--- config.mk ---
export PLATFORM = sky130hd
export DESIGN_NAME = const_materializer
export DESIGN_NICKNAME = d
export VERILOG_FILES = /design/src/rtl/const_materializer.sv
export SDC_FILE = /design/constraint.sdc
export NUM_CORES = 1
export LEC_CHECK = 0
export CORE_ASPECT_RATIO = 0.7
export CORE_MARGIN = 3
export CORE_UTILIZATION = 50
export DETAILED_ROUTE_END_ITERATION = 10
export GPL_ROUTABILITY_DRIVEN = 0
export GPL_TIMING_DRIVEN = 0
export HOLD_SLACK_MARGIN = 0.03
export PLACE_DENSITY_LB_ADDON = 0.25
export SETUP_SLACK_MARGIN = 0.4
export SLEW_MARGIN = 25
export SYNTH_ARGS = -nofsm -noshare
export SYNTH_HDL_FRONTEND = slang
export SYNTH_SLANG_ARGS = --single-unit
--- constraint.sdc ---
create_clock -name clk -period 3.3 [get_ports clk]
set_clock_uncertainty 0.15 [all_clocks]
set_input_delay 0.33 -clock clk [delete_from_list [all_inputs] [get_ports clk]]
set_output_delay 0.33 -clock clk [all_outputs]
set_load 0.1 [all_outputs]
--- src/rtl/const_materializer.sv ---
// Turns a 32-bit constant and a destination register into the shortest MIPS
// load sequence (ADDIU, LUI, or LUI+ORI), streamed one word per handshake.
module const_materializer #(
    parameter bit EMIT_NOP_FOR_R0 = 1'b0
) (
    input  logic        clk,
    input  logic        rst_n,
    input  logic        flush,
    input  logic        in_valid,
    output logic        in_ready,
    input  logic [31:0] in_value,
    input  logic [4:0]  in_rt,
    output logic        out_valid,
    input  logic        out_ready,
    output logic [31:0] out_instr,
    output logic        out_last
);

    typedef enum logic [1:0] {
        IDLE  = 2'd0,
        WORD1 = 2'd1,
        WORD2 = 2'd2
    } state_t;

    localparam logic [5:0] OP_ADDIU = 6'h09;
    localparam logic [5:0] OP_LUI   = 6'h0F;
    localparam logic [5:0] OP_ORI   = 6'h0D;

    state_t      state, state_nx;
    logic [31:0] instr_q, instr_nx;
    logic [15:0] lo_q, lo_nx;
    logic [4:0]  rt_q, rt_nx;
    logic        two_q, two_nx;

    logic accept;
    logic handshake;
    logic fits16;

    assign in_ready  = (state == IDLE) && !flush;
    assign out_valid = (state != IDLE);
    assign out_instr = instr_q;
    assign out_last  = (state == WORD2) || ((state == WORD1) && !two_q);

    assign accept    = in_valid && in_ready;
    assign handshake = out_valid && out_ready;
    // Bits 31:15 uniform means the value survives sign extension of a 16-bit immediate.
    assign fits16    = (&in_value[31:15]) || !(|in_value[31:15]);

    // NOTE: every output of this block is given a hold default first so no path
    // leaves a signal unassigned, which would otherwise infer a latch.
    always_comb begin
        state_nx = state;
        instr_nx = instr_q;
        lo_nx    = lo_q;
        rt_nx    = rt_q;
        two_nx   = two_q;

        if (flush) begin
            state_nx = IDLE;
        end else begin
            case (state)
                IDLE: begin
                    if (accept) begin
                        lo_nx  = in_value[15:0];
                        rt_nx  = in_rt;
                        two_nx = 1'b0;
                        if (in_rt == 5'd0) begin
                            if (EMIT_NOP_FOR_R0) begin
                                instr_nx = 32'h0000_0000;
                                state_nx = WORD1;
                            end
                        end else if (fits16) begin
                            instr_nx = {OP_ADDIU, 5'd0, in_rt, in_value[15:0]};
                            state_nx = WORD1;
                        end else if (in_value[15:0] == 16'h0000) begin
                            instr_nx = {OP_LUI, 5'd0, in_rt, in_value[31:16]};
                            state_nx = WORD1;
                        end else begin
                            instr_nx = {OP_LUI, 5'd0, in_rt, in_value[31:16]};
                            two_nx   = 1'b1;
                            state_nx = WORD1;
                        end
                    end
                end
                WORD1: begin
                    if (handshake) begin
                        if (two_q) begin
                            instr_nx = {OP_ORI, rt_q, rt_q, lo_q};
                            state_nx = WORD2;
                        end else begin
                            state_nx = IDLE;
                        end
                    end
                end
                WORD2: begin
                    if (handshake) begin
                        state_nx = IDLE;
                    end
                end
                default: state_nx = IDLE;
            endcase
        end
    end

    // NOTE: sequential state uses non-blocking assignments so all registers
    // update together from values sampled before the edge.
    always_ff @(posedge clk or negedge rst_n) begin
        if (!rst_n) begin
            state   <= IDLE;
            instr_q <= 32'h0000_0000;
            lo_q    <= 16'h0000;
            rt_q    <= 5'd0;
            two_q   <= 1'b0;
        end else begin
            state   <= state_nx;
            instr_q <= instr_nx;
            lo_q    <= lo_nx;
            rt_q    <= rt_nx;
            two_q   <= two_nx;
        end
    end

endmodule

==> results.toml <==
[pwr]
worst_ir_drop_vdd_mv = 0.467
p_total_mw = 2.24
p_leak_nw = 1.41
cellPowerDensity_nw_per_um2 = 657

[synth]
async_reset_ff_frac = 1.00
synth_cells = 239
avgSynthCellArea_sq_um = 10.4
ys.warnings.count = 0
synth_top_family_by_area = "simple AND/OR/NAND/NOR gates"
ys_seq_area_frac = 0.536
synthTopCellsByArea = "dfrtp_1 54%, mux2_2 9.6%, nand2_1 3.9%"
synth_top_area_share = 0.536
synth_ff_type = "dfrtp_1"
synth-compound-area-share = 0.128
synth_xor_area_frac = 0
synthSimpleGateAreaFrac = 0.162
synth.most_common_cell = "dfrtp_1"
netlist_area_sq_um = 2480
ys_ff_latch = 53
muxShareOfSynthArea = 0.130
synth_edf_count = 0
synth_fa_ha_area_frac = 0
yosys.area.top_type = "dfrtp_1"
synth.top_cells.by_count = "53 x dfrtp_1, 26 x nand2_1, 22 x nor2_1, 21 x mux2_2"
synthDistinctLibCells = 34

[routing]
via_per_inst = 5.73
dr_total_vias = 2228
wl_per_cell_um = 17.2
wl_um = 6680
first_pass_iters = 4
drcViolationCount = 0
final_antenna_net_count = 0
dr.first_iter.drc_count = 202

[cts]
cts_setup_buffers = 0
cts_tree = "yes"
clock-sinks = 53
cts_buffers = 5
insertion_delay_ns = 0.31
htree_levels = 2
cts-root-buf = "clkbuf_8"
cts_buffer_depth = 2
clk_pin_slew_ns = 0.10

[timing]
setup_violations = 0
drv_slew = 0
tightest_slew_ns = 0.974
finalHoldViolations = 0
tns_ns = 0
period_minus_slack_ns = 2.76
final.setup.worst_slack_ns = 0.541
hold-worst-slack_ns = 0.340
fin_crit_sh = 0.836
fmax_mhz = 362
rsz0062_at_grt = "no"
slew_headroom = 0.349

[worst_setup_path]
cp.arrival_ns = 2.28
end_kind = "primary output"
crit_type = "flop to primary output"
cpPeakStageDelay_ns = 1.16
critPathRequiredTime_ns = 2.82
cp-start-kind = "flop"
path_cells = "buf_1, nor3_4, clkdlybuf4s50_1"
slowest_stage = "clkdlybuf4s50_1"
crit_fanout = 8

[placement]
port_buffers = 74
dp_slack_ns = 0.125
place_inst = 380
dp_hpwl_um = 5040
placed_area_sq_um = 3320

[final_layout]
final_nets = 364
final_util = 0.749
areaGrowthSynthToFinish_pct = 37.8
diodes = 0
final_area_sq_um = 3410
drive_above_1_share = 0.146
finalNonFillerCells = 389

[floorplan]
pin_count = 77
die_h_um = 64.9
core-area_sq_um = 4550
rows = 20
start_util = 0.544
die_area_sq_um = 5850
die_w_um = 90.1

[global_routing]
grt_pass1_vias = 2202
grtUsageTotal = 0.242
grt-ovfl-total = 0
antenna_found_initial = 0
grt_max_degree = 54
grt_pass1_wl_um = 11000

[status]
outcome = "complete, no violations"

[run]
maxCapViolations = 0

[hold_path]
worstHoldPathType = "flop to flop"
[cell type report]
type | instances | area (sq um)
Clock inverter | 2 | 10.0
Timing Repair Buffer | 75 | 749
Tap cell | 66 | 82.6
Fill cell | 344 | 1140
Multi-Input combinational cell | 168 | 1060
Buffer | 18 | 105
Inverter | 1 | 3.75
Clock buffer | 6 | 72.6
Sequential cell | 53 | 1330
[timing repair]
item	4_1_cts	5_1_grt
hold endpoints to repair	53	0
gates resized for setup	4	3
hold buffers	1	0
endpoints found under the setup margin	1	1
[routing by layer]
layer	vias to the layer above	share of wire	GRT usage
met4	0	0.0084	0.0763
met5	-	0	0
met2	101	0.45	0.370
met3	7	0.090	0.0742
met1	1095	0.46	0.331
li1	1025	-	-
[cells by family (layout without fill, tap and decap cells)]
family / count (synthesis) / after routing
buffers and inverters: 19 / 102
flip-flops: 53 / 53
other: 1 / 2
AO/OA/AOI/OAI: 52 / 52
AND/OR/NAND/NOR: 85 / 85
multiplexers: 29 / 29
[power breakdown]
group | internal, mW | switching (mW)
Clock | 0.148 | 0.214
Combinational | 0.279 | 0.752
Sequential | 0.777 | 0.0710
[path summary, 6_finish.rpt]
check	start	end	slack, ns	depth (start not counted)
hold / removal	out_instr[23]	out_instr[23]	0.34	2
min in group asynchronous	rst_n	out_instr[19]	0.43	2
setup reg to reg	state[0]	out_instr[10]	0.94	6
hold reg to reg	out_instr[23]	out_instr[23]	0.34	2
max in group asynchronous	rst_n	out_instr[9]	2.13	2
setup / recovery	state[1]	in_ready	0.54	3
[placed cells by master (no fill, tap or decap), types with 2 or more instances in the layout]
master,Yosys,routed
clkdlybuf4s50_1,0,72
dfrtp_1,53,53
nand2_1,26,26
nor2_1,22,22
mux2_2,21,21
a31oi_1,14,14
o21ai_0,14,13
nand3_1,9,9
nor4_1,8,8
o22ai_1,8,8
mux2i_1,7,7
a21oi_1,7,7
nand4_1,6,6
nand2b_1,5,5
clkbuf_1,7,5
buf_4,4,5
clkbuf_8,0,5
buf_2,4,4
nor2b_1,3,3
buf_1,1,2
clkbuf_2,0,2
or4_1,2,2
o21ai_1,2,2
buf_6,2,2
o22a_1,2,2
conb_1,1,2
clkinv_2,0,2
[registers in the layout (all words and copies together) (netlist names)]
register	count
two_q	1
out_instr	29
rt_q	5
lo_q	16
state	2
[critical path: cells and delay by family (launching register included)]
family,cells,cell delay [ns]
buf+inv,2,1.37
flops,1,0.37
simple gates,1,0.23
Note: power is estimated with default switching activity, not from simulation.
